File: src/rtl/tilelink_ad_arbiter.sv
// Round-robin arbiter sharing one TL-UL A/D slave port between two masters.
// A single transaction is in flight at a time; the grant is held until its last D beat.
module tilelink_ad_arbiter #(
  parameter int DATA_BYTES = 4,
  parameter int MAX_SIZE   = 6
) (
  input  logic        clock,
  input  logic        reset,
  input  logic        m0_a_valid,
  output logic        m0_a_ready,
  input  logic [2:0]  m0_a_bits_opcode,
  input  logic [2:0]  m0_a_bits_param,
  input  logic [3:0]  m0_a_bits_size,
  input  logic        m0_a_bits_source,
  input  logic [31:0] m0_a_bits_address,
  input  logic [3:0]  m0_a_bits_mask,
  input  logic [31:0] m0_a_bits_data,
  input  logic        m1_a_valid,
  output logic        m1_a_ready,
  input  logic [2:0]  m1_a_bits_opcode,
  input  logic [2:0]  m1_a_bits_param,
  input  logic [3:0]  m1_a_bits_size,
  input  logic        m1_a_bits_source,
  input  logic [31:0] m1_a_bits_address,
  input  logic [3:0]  m1_a_bits_mask,
  input  logic [31:0] m1_a_bits_data,
  output logic        m0_d_valid,
  input  logic        m0_d_ready,
  output logic [2:0]  m0_d_bits_opcode,
  output logic [1:0]  m0_d_bits_param,
  output logic [3:0]  m0_d_bits_size,
  output logic        m0_d_bits_source,
  output logic        m0_d_bits_sink,
  output logic [1:0]  m0_d_bits_addr_lo,
  output logic [31:0] m0_d_bits_data,
  output logic        m0_d_bits_error,
  output logic        m1_d_valid,
  input  logic        m1_d_ready,
  output logic [2:0]  m1_d_bits_opcode,
  output logic [1:0]  m1_d_bits_param,
  output logic [3:0]  m1_d_bits_size,
  output logic        m1_d_bits_source,
  output logic        m1_d_bits_sink,
  output logic [1:0]  m1_d_bits_addr_lo,
  output logic [31:0] m1_d_bits_data,
  output logic        m1_d_bits_error,
  output logic        s_a_valid,
  input  logic        s_a_ready,
  output logic [2:0]  s_a_bits_opcode,
  output logic [2:0]  s_a_bits_param,
  output logic [3:0]  s_a_bits_size,
  output logic        s_a_bits_source,
  output logic [31:0] s_a_bits_address,
  output logic [3:0]  s_a_bits_mask,
  output logic [31:0] s_a_bits_data,
  input  logic        s_d_valid,
  output logic        s_d_ready,
  input  logic [2:0]  s_d_bits_opcode,
  input  logic [1:0]  s_d_bits_param,
  input  logic [3:0]  s_d_bits_size,
  input  logic        s_d_bits_source,
  input  logic        s_d_bits_sink,
  input  logic [1:0]  s_d_bits_addr_lo,
  input  logic [31:0] s_d_bits_data,
  input  logic        s_d_bits_error,
  output logic        grant,
  output logic        busy,
  output logic [1:0]  dbg_state
);

  // Handshake rule on every channel: a beat transfers on a rising clock edge
  // where valid and ready are both high; valid never waits on ready.
  localparam int LOG2_DB = $clog2(DATA_BYTES);

  typedef enum logic [1:0] {IDLE = 2'd0, REQ = 2'd1, RESP = 2'd2} state_t;

  state_t      state, state_nxt;
  logic        grant_nxt;
  logic        rr_prio, rr_prio_nxt;
  logic [8:0]  beats_left, beats_nxt;
  logic        sel_a_valid, sel_d_ready;
  logic [3:0]  clamp_size;
  logic [8:0]  a_beats;
  logic        data_op;

  assign sel_a_valid = grant ? m1_a_valid : m0_a_valid;
  assign sel_d_ready = grant ? m1_d_ready : m0_d_ready;

  assign s_a_bits_opcode  = grant ? m1_a_bits_opcode  : m0_a_bits_opcode;
  assign s_a_bits_param   = grant ? m1_a_bits_param   : m0_a_bits_param;
  assign s_a_bits_size    = grant ? m1_a_bits_size    : m0_a_bits_size;
  assign s_a_bits_source  = grant ? m1_a_bits_source  : m0_a_bits_source;
  assign s_a_bits_address = grant ? m1_a_bits_address : m0_a_bits_address;
  assign s_a_bits_mask    = grant ? m1_a_bits_mask    : m0_a_bits_mask;
  assign s_a_bits_data    = grant ? m1_a_bits_data    : m0_a_bits_data;

  // D payload is shared; only the granted master ever sees d_valid.
  assign m0_d_bits_opcode  = s_d_bits_opcode;
  assign m0_d_bits_param   = s_d_bits_param;
  assign m0_d_bits_size    = s_d_bits_size;
  assign m0_d_bits_source  = s_d_bits_source;
  assign m0_d_bits_sink    = s_d_bits_sink;
  assign m0_d_bits_addr_lo = s_d_bits_addr_lo;
  assign m0_d_bits_data    = s_d_bits_data;
  assign m0_d_bits_error   = s_d_bits_error;
  assign m1_d_bits_opcode  = s_d_bits_opcode;
  assign m1_d_bits_param   = s_d_bits_param;
  assign m1_d_bits_size    = s_d_bits_size;
  assign m1_d_bits_source  = s_d_bits_source;
  assign m1_d_bits_sink    = s_d_bits_sink;
  assign m1_d_bits_addr_lo = s_d_bits_addr_lo;
  assign m1_d_bits_data    = s_d_bits_data;
  assign m1_d_bits_error   = s_d_bits_error;

  // Get, Arithmetic and Logical return data sized by the request; all else is a single ack.
  always_comb begin
    data_op    = (s_a_bits_opcode == 3'd4) || (s_a_bits_opcode == 3'd2) ||
                 (s_a_bits_opcode == 3'd3);
    clamp_size = (s_a_bits_size > 4'(MAX_SIZE)) ? 4'(MAX_SIZE) : s_a_bits_size;
    a_beats    = 9'd1;
    if (data_op && (clamp_size > 4'(LOG2_DB)))
      a_beats = 9'd1 << (clamp_size - 4'(LOG2_DB));
  end

  always_ff @(posedge clock or posedge reset) begin
    if (reset) begin
      state      <= IDLE;
      grant      <= 1'b0;
      rr_prio    <= 1'b0;
      beats_left <= 9'd0;
    end else begin
      state      <= state_nxt;
      grant      <= grant_nxt;
      rr_prio    <= rr_prio_nxt;
      beats_left <= beats_nxt;
    end
  end

  always_comb begin
    state_nxt   = state;
    grant_nxt   = grant;
    rr_prio_nxt = rr_prio;
    beats_nxt   = beats_left;
    s_a_valid   = 1'b0;
    m0_a_ready  = 1'b0;
    m1_a_ready  = 1'b0;
    s_d_ready   = 1'b0;
    m0_d_valid  = 1'b0;
    m1_d_valid  = 1'b0;
    case (state)
      IDLE: begin
        if (m0_a_valid || m1_a_valid) begin
          grant_nxt = (m0_a_valid && m1_a_valid) ? rr_prio : m1_a_valid;
          state_nxt = REQ;
        end
      end
      REQ: begin
        s_a_valid  = sel_a_valid;
        m0_a_ready = s_a_ready & ~grant;
        m1_a_ready = s_a_ready & grant;
        // A master withdrawing its request before acceptance forfeits the grant.
        if (!sel_a_valid) begin
          state_nxt = IDLE;
        end else if (s_a_ready) begin
          beats_nxt = a_beats;
          state_nxt = RESP;
        end
      end
      RESP: begin
        m0_d_valid = s_d_valid & ~grant;
        m1_d_valid = s_d_valid & grant;
        s_d_ready  = sel_d_ready;
        if (s_d_valid && sel_d_ready) begin
          beats_nxt = beats_left - 9'd1;
          if (beats_left == 9'd1) begin
            state_nxt   = IDLE;
            rr_prio_nxt = ~grant;
          end
        end
      end
      default: state_nxt = IDLE;
    endcase
  end

  assign busy      = (state != IDLE);
  assign dbg_state = state;

endmodule

File: config.mk
export PLATFORM = sky130hd
export DESIGN_NAME = tilelink_ad_arbiter
export DESIGN_NICKNAME = d
export VERILOG_FILES = /design/src/rtl/tilelink_ad_arbiter.sv
export SDC_FILE = /design/constraint.sdc
export NUM_CORES = 1
export LEC_CHECK = 0
export CAP_MARGIN = 5
export CORE_AREA = 10 10 143 145
export DETAILED_ROUTE_END_ITERATION = 7
export DIE_AREA = 0 0 153 155
export SYNTH_ARGS = -nofsm -noshare
export SYNTH_HDL_FRONTEND = slang
export SYNTH_SLANG_ARGS = --single-unit
File: constraint.sdc
create_clock -name clock -period 5.25 [get_ports clock]
set_clock_uncertainty 0.1 [all_clocks]
set_input_delay 1.05 -clock clock [delete_from_list [all_inputs] [get_ports clock]]
set_output_delay 1.05 -clock clock [all_outputs]
set_load 0.03 [all_outputs]
==> results of run 1 <==
area by class of cell:
| cell class | instances | share of cell area (%) |
|---|---|---|
| clock buffers | 4 | 1.63 |
| repair buffers | 255 | 53.0 |
| flip-flops and latches | 13 | 6.80 |
| multi-input cells | 180 | 32.1 |
| inverters | 7 | 0.543 |
| well taps | 229 | 5.92 |
logic make-up (layout without fill, tap and decap cells):
| group | count (synthesis) | count (layout) | synth area share (%) |
|---|---|---|---|
| buffers and inverters | 110 | 266 | 29.0 |
| and+or+nand+nor | 56 | 56 | 12.0 |
| adders and majority gates | 3 | 3 | 1.42 |
| muxes | 80 | 80 | 34.0 |
| DFF | 13 | 13 | 12.3 |
| AOI/OAI and AO/OA | 41 | 41 | 11.3 |
routing by layer:
| layer | routed length [um] | GRT usage (%) | share of wire (%) |
|---|---|---|---|
| met1 | 6280 | 13.9 | 38 |
| met2 | 8030 | 21.5 | 49 |
| met3 | 1980 | 6.31 | 12 |
| met4 | 28 | 0.908 | 0.17 |
| met5 | 0 | 0 | 0 |
cells in the mapped netlist (2+ instances only):
| cell type | n | area [um^2] |
|---|---|---|
| sky130_fd_sc_hd__buf_4 | 93 | 698 |
| sky130_fd_sc_hd__mux2_2 | 77 | 867 |
| sky130_fd_sc_hd__nor2_1 | 18 | 67.6 |
| sky130_fd_sc_hd__dfrtp_1 | 13 | 325 |
| sky130_fd_sc_hd__nand2_1 | 8 | 30.0 |
| sky130_fd_sc_hd__inv_1 | 7 | 26.3 |
| sky130_fd_sc_hd__o21ai_0 | 7 | 35.0 |
| sky130_fd_sc_hd__o221ai_1 | 7 | 61.3 |
| sky130_fd_sc_hd__a21oi_1 | 6 | 30.0 |
| sky130_fd_sc_hd__buf_1 | 6 | 22.5 |
| sky130_fd_sc_hd__buf_2 | 4 | 20.0 |
| sky130_fd_sc_hd__o211ai_1 | 4 | 30.0 |
| sky130_fd_sc_hd__ha_1 | 3 | 37.5 |
| sky130_fd_sc_hd__nand3_1 | 3 | 15.0 |
| sky130_fd_sc_hd__nand3b_1 | 3 | 22.5 |
| sky130_fd_sc_hd__nor2b_1 | 3 | 18.8 |
| sky130_fd_sc_hd__or3_1 | 3 | 18.8 |
| sky130_fd_sc_hd__a21o_1 | 2 | 15.0 |
| sky130_fd_sc_hd__a31oi_1 | 2 | 12.5 |
| sky130_fd_sc_hd__mux2i_1 | 2 | 20.0 |
| sky130_fd_sc_hd__nand2b_1 | 2 | 12.5 |
| sky130_fd_sc_hd__nor3_1 | 2 | 10.0 |
| sky130_fd_sc_hd__nor3b_1 | 2 | 15.0 |
| sky130_fd_sc_hd__o22ai_1 | 2 | 12.5 |
| sky130_fd_sc_hd__o31ai_1 | 2 | 15.0 |
| sky130_fd_sc_hd__or3b_2 | 2 | 17.5 |
| sky130_fd_sc_hd__or4_4 | 2 | 22.5 |
per-stage QoR:
stage / worst slack [ns] / instances / power (mW) / cell area [um^2]
floorplan: 2.16 / 303 / 1.41 / 2650
global placement: 1.40 / 684 / 2.02 / 4760
detailed placement: 1.42 / 684 / 2.04 / 4760
CTS: 1.40 / 688 / 2.20 / 4840
global route: 1.34 / 688 / 2.28 / 4840
finish: 1.42 / 688 / 2.16 / 4840
worst min path at each step:
| stage | end | depth (start not counted) |
|---|---|---|
| after global routing | grant | 2 |
| after detailed placement | grant | 2 |
| after global placement | rr_prio | 2 |
| final | grant | 2 |
| after CTS | grant | 2 |
| after floorplan | rr_prio | 2 |
tightest hold or removal path, cell delays in order (launching register included):
cell                      delay (ns)
sky130_fd_sc_hd__dfrtp_1        0.37
sky130_fd_sc_hd__nand2_1        0.06
sky130_fd_sc_hd__a31oi_1        0.07
power by group:
| group | switching (mW) | internal, mW | total (mW) |
|---|---|---|---|
| Sequential | 0.139 | 0.144 | 0.283 |
| Clock | 0.0422 | 0.102 | 0.145 |
| Combinational | 0.908 | 0.828 | 1.74 |
| Total | 1.09 | 1.07 | 2.16 |
placed cells by master (no fill, tap or decap), types with 3 or more instances in the layout:
master / count
sky130_fd_sc_hd__dfrtp_1: 12
sky130_fd_sc_hd__nor2b_1: 3
sky130_fd_sc_hd__nand3b_1: 3
sky130_fd_sc_hd__or3_1: 3
sky130_fd_sc_hd__clkbuf_16: 3
sky130_fd_sc_hd__o211ai_1: 4
sky130_fd_sc_hd__o21ai_0: 7
sky130_fd_sc_hd__nand2_1: 8
sky130_fd_sc_hd__nor2_1: 18
sky130_fd_sc_hd__mux2_2: 77
sky130_fd_sc_hd__ha_1: 3
sky130_fd_sc_hd__nand3_1: 3
sky130_fd_sc_hd__inv_1: 7
sky130_fd_sc_hd__o221ai_1: 7
sky130_fd_sc_hd__a21oi_1: 6
sky130_fd_sc_hd__clkdlybuf4s50_1: 254
registers in the layout, indices dropped and copies added (netlist names):
register	count
grant	1
beats_left	9
rr_prio	1
dbg_state	2
==> flow_summary.html, run 1 <==
<table>
<tr><th>Metric</th><th>Value</th></tr>
<tr><th colspan="2">Critical path</th></tr>
<tr><td>Critical Path Stages</td><td>4</td></tr>
<tr><td>Type of destination of the critical path</td><td>output port</td></tr>
<tr><td>Worst path required time</td><td>a little over 4 ns</td></tr>
<tr><td>Delay of the slowest cell on the worst path</td><td>roughly 0.7 ns</td></tr>
<tr><td>Worst R2R Path Depth</td><td>6</td></tr>
<tr><td>Startpoint of the worst setup timing path</td><td>m1_a_valid</td></tr>
<tr><td>Highest net fanout along the worst path</td><td>7</td></tr>
<tr><td>Type of element launching the critical path</td><td>input port</td></tr>
<tr><td>Crit path max-delay family</td><td>buffers and inverters</td></tr>
<tr><td>Worst setup path endpoint</td><td>s_a_valid</td></tr>
<tr><td>Ordered cell list for the critical path</td><td>clkdlybuf4s50_1 &gt; mux2i_2 &gt; nor3b_1 &gt; clkdlybuf4s50_1</td></tr>
<tr><td>Bufs and invs on worst path</td><td>2</td></tr>
<tr><td>Reg-to-Reg End</td><td>beats_left[7]</td></tr>
<tr><td>Worst setup path class</td><td>in -&gt; out</td></tr>
<tr><td>Reg2reg start</td><td>grant</td></tr>
<tr><td>Register-to-register setup slack</td><td>roughly 2.4 ns</td></tr>
<tr><td>Critical path's most frequent cell</td><td>sky130_fd_sc_hd__clkdlybuf4s50_1</td></tr>
<tr><td>Critical path's slowest cell</td><td>sky130_fd_sc_hd__clkdlybuf4s50_1</td></tr>
<tr><td>Worst Path Arrival</td><td>~2.7 ns</td></tr>
<tr><th colspan="2">GRT</th></tr>
<tr><td>Global-route wire length before repair</td><td>~23000 um</td></tr>
<tr><td>Largest net degree at the start of global routing</td><td>63</td></tr>
<tr><td>Number of global-route vias before repair</td><td>~3100</td></tr>
<tr><td>Antenna violations before repair</td><td>0</td></tr>
<tr><td>All-layer global routing usage</td><td>between 10% and 20%</td></tr>
<tr><td>Total congestion overflow after global routing</td><td>0</td></tr>
<tr><th colspan="2">STA</th></tr>
<tr><td>Share of the clock period used by the worst path after layout</td><td>between 70% and 80%</td></tr>
<tr><td>Number of pins exceeding their max-slew limit in the final report</td><td>0</td></tr>
<tr><td>RSZ-0062 raised after global routing</td><td>no</td></tr>
<tr><td>Measured slew at the worst slew-check pin</td><td>between 0.8 and 0.9 ns</td></tr>
<tr><td>Post-Route Setup TNS</td><td>0 ns</td></tr>
<tr><td>Highest clock rate</td><td>0.261 GHz</td></tr>
<tr><td>Count of endpoints failing hold in the final timing report</td><td>0</td></tr>
<tr><td>Worst max-slew margin expressed relative to the limit</td><td>between 40 and 50%</td></tr>
<tr><td>Time the final worst path needs with I/O delays and setup</td><td>3.83 ns</td></tr>
<tr><td>Total setup violations reported at the end of the flow</td><td>0</td></tr>
<tr><td>Hold slack final</td><td>~0.44 ns</td></tr>
<tr><th colspan="2">Floorplan</th></tr>
<tr><td>Floorplan die area</td><td>approximately 24000 um^2</td></tr>
<tr><td>Placeable core region</td><td>17700 um^2</td></tr>
<tr><td>Starting Density</td><td>approximately 15%</td></tr>
<tr><td>Die extent in x</td><td>around 150 um</td></tr>
<tr><td># IOs</td><td>between 300 and 400</td></tr>
<tr><td>Total number of placement rows</td><td>49</td></tr>
<tr><td>Chip Height</td><td>between 150 and 200 um</td></tr>
<tr><th colspan="2">Detailed routing</th></tr>
<tr><td>Vias/cell</td><td>4.16</td></tr>
<tr><td>Via count</td><td>2862</td></tr>
<tr><td>Pre-antenna DRT Iters</td><td>4</td></tr>
<tr><td>1st-iter DRT viols</td><td>between 80 and 90</td></tr>
<tr><td>Total length of routed wires</td><td>about 16000 um</td></tr>
<tr><td>Per-cell routed wire length</td><td>around 24 um</td></tr>
<tr><td>Remaining antenna violation count after routing</td><td>0</td></tr>
<tr><td>Remaining design rule violation count</td><td>0</td></tr>
<tr><th colspan="2">Synthesis</th></tr>
<tr><td>Share of the yosys chip area belonging to registers</td><td>between 10% and 20%</td></tr>
<tr><td>Count of yosys warnings during synthesis</td><td>0</td></tr>
<tr><td>Most used DFF post-synth</td><td>sky130_fd_sc_hd__dfrtp_1</td></tr>
<tr><td>Syn Inst Count</td><td>303</td></tr>
<tr><td>Netlist Area Pre-Place</td><td>2650 um^2</td></tr>
<tr><td>Per-instance average area after synthesis</td><td>8.74 um^2</td></tr>
<tr><td>Post-synthesis net count</td><td>between 500 and 600</td></tr>
<tr><td>EDFF count, synth</td><td>0</td></tr>
<tr><td>Share of flip-flops with an asynchronous set or reset after synthesis</td><td>between 90% and 100%</td></tr>
<tr><td>Distinct cell type count of the synthesized netlist</td><td>45</td></tr>
<tr><td>Flops &amp; latches, synth</td><td>13</td></tr>
<tr><th colspan="2">Cells and area</th></tr>
<tr><td>Area delta synth-&gt;final</td><td>82.8%</td></tr>
<tr><td>Total of fill cells in the finished design</td><td>1834</td></tr>
<tr><td>Area occupied by registers</td><td>329 um^2</td></tr>
<tr><td>Number of antenna repair diodes</td><td>0</td></tr>
<tr><td>Final-stage net count</td><td>roughly 680</td></tr>
<tr><td>Area used by multi-input combinational logic</td><td>1560 um^2</td></tr>
<tr><td>Utilization after layout</td><td>between 20% and 30%</td></tr>
<tr><td>Share of final-layout standard cells stronger than drive strength 1</td><td>19.8%</td></tr>
<tr><th colspan="2">Clock tree</th></tr>
<tr><td>Clock slew at the register clock pins of the worst setup and hold paths</td><td>~0.050 ns</td></tr>
<tr><td>CTS tree</td><td>yes</td></tr>
<tr><td>Number of cells upsized or downsized after cts</td><td>0</td></tr>
<tr><td>Number of clock sinks seen by CTS</td><td>13</td></tr>
<tr><td>CTS Root Cell</td><td>sky130_fd_sc_hd__clkbuf_16</td></tr>
<tr><td>Clock latency at the later pin of the worst-skew pair</td><td>0.24 ns</td></tr>
<tr><td>Total clock buffers created by CTS</td><td>3</td></tr>
<tr><td>Clock tree buffer depth</td><td>2</td></tr>
<tr><td>Hold_buf cts</td><td>0</td></tr>
<tr><td>Count of buffers added by post-CTS timing repair for setup</td><td>0</td></tr>
<tr><td>H-Tree Level Count</td><td>1</td></tr>
<tr><th colspan="2">Job</th></tr>
<tr><td>Total of max-cap violations</td><td>0</td></tr>
<tr><th colspan="2">Hold path</th></tr>
<tr><td>Hold WC Path Type</td><td>reg -&gt; reg</td></tr>
<tr><td>Startpoint of the worst hold path</td><td>rr_prio</td></tr>
<tr><th colspan="2">Pwr</th></tr>
<tr><td>P_leak</td><td>1.78 nW</td></tr>
<tr><td>Power density over cell area</td><td>about 450 nW/um^2</td></tr>
<tr><td>Max IR drop VDD</td><td>approximately 330 uV</td></tr>
<tr><th colspan="2">Placement</th></tr>
<tr><td>Final HPWL DP</td><td>around 14000 um</td></tr>
<tr><td>Port Buffers</td><td>254</td></tr>
<tr><td>GPL Wtd Cong</td><td>about 0.9</td></tr>
<tr><th colspan="2">Status</th></tr>
<tr><td>Outcome</td><td>complete, no violations</td></tr>
</table>
(Power assumes the default switching activity.)
==> run 2, diff against run 1 <==
Settings changed: CORE_AREA 10 10 143 145 to 10 10 142 144, DIE_AREA 0 0 153 155 to 0 0 152 154.
Clock period 5.25 ns to 3.4 ns, I/O delays scaled along.
==> run 2 against run 1 <==
Against the previous run:
- final cell count rose by 0.58%
- utilization up 1.1 points
- sequential cell count is the same
- global-route usage grew 1.1 points
- routed wire length is 4.5% higher
- die area is 1.3% lower
- sequential share of layout area shrank 0.077 points
- count of clock-buffer cells in the layout stayed put
- power rose by 58%
- critical path depth down 1
- design area increased by 1.1%
- sequential power grew 45%
- largest power group unchanged
==> flow_summary.html, run 2 (synthesized netlist as in run 1, its figures left out) <==
<table>
<tr><th>Metric</th><th>Value</th></tr>
<tr><th colspan="2">Cells and area</th></tr>
<tr><td>Final-stage net count</td><td>683</td></tr>
<tr><td>Total of fill cells in the finished design</td><td>1831</td></tr>
<tr><td>Share of final-layout standard cells stronger than drive strength 1</td><td>between 20% and 30%</td></tr>
<tr><td>Most common cell after layout, fill and taps aside</td><td>sky130_fd_sc_hd__clkdlybuf4s50_1</td></tr>
<tr><td>Most used cells in the layout excluding fill and tap cells</td><td>254 x sky130_fd_sc_hd__clkdlybuf4s50_1, 77 x sky130_fd_sc_hd__mux2_2, 18 x sky130_fd_sc_hd__nor2_1</td></tr>
<tr><td>Max reg flops</td><td>9</td></tr>
<tr><td>Number of antenna repair diodes</td><td>0</td></tr>
<tr><td>Largest register by flop count</td><td>beats_left</td></tr>
<tr><td>Area delta synth-&gt;final</td><td>84.8%</td></tr>
<tr><th colspan="2">STA</th></tr>
<tr><td>Total setup violations reported at the end of the flow</td><td>0</td></tr>
<tr><td>Worst max-slew margin expressed relative to the limit</td><td>56.5%</td></tr>
<tr><td>Measured slew at the worst slew-check pin</td><td>0.652 ns</td></tr>
<tr><td>Number of pins exceeding their max-slew limit in the final report</td><td>0</td></tr>
<tr><td>Highest clock rate</td><td>0.319 GHz</td></tr>
<tr><td>RSZ-0062 raised after global routing</td><td>no</td></tr>
<tr><td>Time the final worst path needs with I/O delays and setup</td><td>approximately 3.1 ns</td></tr>
<tr><td>Post-Route Setup TNS</td><td>0 ns</td></tr>
<tr><td>Share of the clock period used by the worst path after layout</td><td>~92%</td></tr>
<tr><td>Count of endpoints failing hold in the final timing report</td><td>0</td></tr>
<tr><th colspan="2">Critical path</th></tr>
<tr><td>Worst Path Arrival</td><td>between 2 and 2.5 ns</td></tr>
<tr><td>Worst setup path class</td><td>reg -&gt; out</td></tr>
<tr><td>Worst path required time</td><td>2.62 ns</td></tr>
<tr><td>Type of destination of the critical path</td><td>output port</td></tr>
<tr><td>Type of element launching the critical path</td><td>flip-flop</td></tr>
<tr><td>Highest net fanout along the worst path</td><td>50</td></tr>
<tr><th colspan="2">Clock tree</th></tr>
<tr><td>CTS tree</td><td>yes</td></tr>
<tr><td>Count of buffers added by post-CTS timing repair for setup</td><td>0</td></tr>
<tr><td>Number of cells upsized or downsized after cts</td><td>0</td></tr>
<tr><td>Clock tree buffer depth</td><td>2</td></tr>
<tr><td>Hold_buf cts</td><td>0</td></tr>
<tr><td>Clock latency at the later pin of the worst-skew pair</td><td>~0.24 ns</td></tr>
<tr><td>CTS Root Cell</td><td>sky130_fd_sc_hd__clkbuf_16</td></tr>
<tr><td>Clock slew at the register clock pins of the worst setup and hold paths</td><td>~0.05 ns</td></tr>
<tr><td>H-Tree Level Count</td><td>1</td></tr>
<tr><td>Number of clock sinks seen by CTS</td><td>13</td></tr>
<tr><td>Total clock buffers created by CTS</td><td>3</td></tr>
<tr><th colspan="2">Pwr</th></tr>
<tr><td>Tot Pwr</td><td>3.41 mW</td></tr>
<tr><td>Clock share of power</td><td>between 6 and 7%</td></tr>
<tr><td>P_leak</td><td>1.82 nW</td></tr>
<tr><td>Switching portion of total power</td><td>approximately 50%</td></tr>
<tr><td>Pint</td><td>1.71 mW</td></tr>
<tr><td>Net switching power</td><td>1.70 mW</td></tr>
<tr><td>Combinational fraction of design power</td><td>about four fifths</td></tr>
<tr><td>Max IR drop VDD</td><td>between 400 and 500 uV</td></tr>
<tr><td>Power density over cell area</td><td>697 nW/um^2</td></tr>
<tr><td>Share of power burned in registers</td><td>12.0%</td></tr>
<tr><th colspan="2">Floorplan</th></tr>
<tr><td># IOs</td><td>393</td></tr>
<tr><td>Total number of placement rows</td><td>48</td></tr>
<tr><td>Floorplan die area</td><td>about 23000 um^2</td></tr>
<tr><td>Die extent in x</td><td>~150 um</td></tr>
<tr><td>Placeable core region</td><td>about 17000 um^2</td></tr>
<tr><td>Chip Height</td><td>between 150 and 200 um</td></tr>
<tr><td>Starting Density</td><td>roughly 15%</td></tr>
<tr><th colspan="2">Status</th></tr>
<tr><td>Outcome</td><td>complete, no violations</td></tr>
<tr><th colspan="2">GRT</th></tr>
<tr><td>Global-route wire length before repair</td><td>around 24000 um</td></tr>
<tr><td>Number of global-route vias before repair</td><td>slightly above 3000</td></tr>
<tr><td>Largest net degree at the start of global routing</td><td>51</td></tr>
<tr><td>Antenna violations before repair</td><td>2</td></tr>
<tr><td>All-layer global routing usage</td><td>between 10% and 20%</td></tr>
<tr><td>Total congestion overflow after global routing</td><td>0</td></tr>
<tr><th colspan="2">Detailed routing</th></tr>
<tr><td>Via count</td><td>2839</td></tr>
<tr><td>Vias/cell</td><td>about 4.1</td></tr>
<tr><td>1st-iter DRT viols</td><td>89</td></tr>
<tr><td>Total length of routed wires</td><td>approximately 17000 um</td></tr>
<tr><td>Remaining antenna violation count after routing</td><td>0</td></tr>
<tr><td>Pre-antenna DRT Iters</td><td>4</td></tr>
<tr><td>Remaining design rule violation count</td><td>0</td></tr>
<tr><td>Per-cell routed wire length</td><td>24.6 um</td></tr>
<tr><th colspan="2">Placement</th></tr>
<tr><td>GPL Wtd Cong</td><td>0.885</td></tr>
<tr><td>Final HPWL DP</td><td>approximately 15000 um</td></tr>
<tr><td>Port Buffers</td><td>254</td></tr>
<tr><th colspan="2">Hold path</th></tr>
<tr><td>Hold WC Path Type</td><td>reg -&gt; reg</td></tr>
<tr><th colspan="2">Job</th></tr>
<tr><td>Total of max-cap violations</td><td>0</td></tr>
</table>
## run 2: cell types whose count changed in the layout (fill, tap and decap cells not counted), sizes merged
cell | previous run | this run
buf | 1 | 9
## run 2: path summary, 6_finish.rpt
kind	from	endpoint	slack (ns)	cells past startpoint
setup / recovery	grant	s_d_ready	0.26	3
hold / removal	rr_prio	grant	0.45	2
setup reg to reg	grant	beats_left[7]	0.58	6
hold reg to reg	rr_prio	grant	0.45	2
max in group asynchronous	reset	grant	2.12	2
min in group asynchronous	reset	beats_left[7]	0.68	2
## run 2: worst max-delay path, cell delays in order, from the launching register on
cell and delay, ns:
sky130_fd_sc_hd__dfrtp_4 0.83, sky130_fd_sc_hd__mux2i_1 0.58, sky130_fd_sc_hd__nor2_1 0.08, sky130_fd_sc_hd__clkdlybuf4s50_1 0.62
## run 2: area by class of cell
cell class / instances / area [um^2] / share of cell area (%)
multi-input combinational: 180 / 1560 / 31.8
tap: 225 / 282 / 5.75
timing repair buffer: 263 / 2620 / 53.6
inverter: 7 / 26.3 / 0.537
sequential: 13 / 329 / 6.72
clock buffer: 4 / 78.8 / 1.61
## run 2: routing by layer
layer	vias to the layer above	share of wire, %	GRT usage [%]	wire [um]
met4	4	1.1	2.29	180
li1	1326	-	-	-
met5	-	0.12	0	21
met3	22	13	8.34	2190
met2	222	48	22.3	8200
met1	1265	38	14.6	6460
## run 2: stage by stage
| step | std cells | util [%] | cell area (um^2) | hold WS (ns) | worst slack, ns |
|---|---|---|---|---|---|
| global placement | 688 | 28.0 | 4810 | 0.425 | 0.311 |
| floorplan | 303 | - | 2650 | 0.395 | 0.676 |
| global route | 692 | 28.5 | 4890 | 0.473 | 0.0664 |
| detailed placement | 688 | 28.0 | 4810 | 0.442 | 0.294 |
| CTS | 692 | 28.5 | 4890 | 0.448 | 0.225 |
| finish | 692 | 28.5 | 4890 | 0.454 | 0.264 |
## run 2: power groups by stage
stage | combinational [mW] | sequential (mW) | clock, mW
CTS | 2.83 | 0.412 | 0.228
detailed placement | 2.81 | 0.416 | 0
finish | 2.78 | 0.409 | 0.223
floorplan | 1.86 | 0.318 | 0
global placement | 2.80 | 0.411 | 0
global route | 2.94 | 0.432 | 0.237
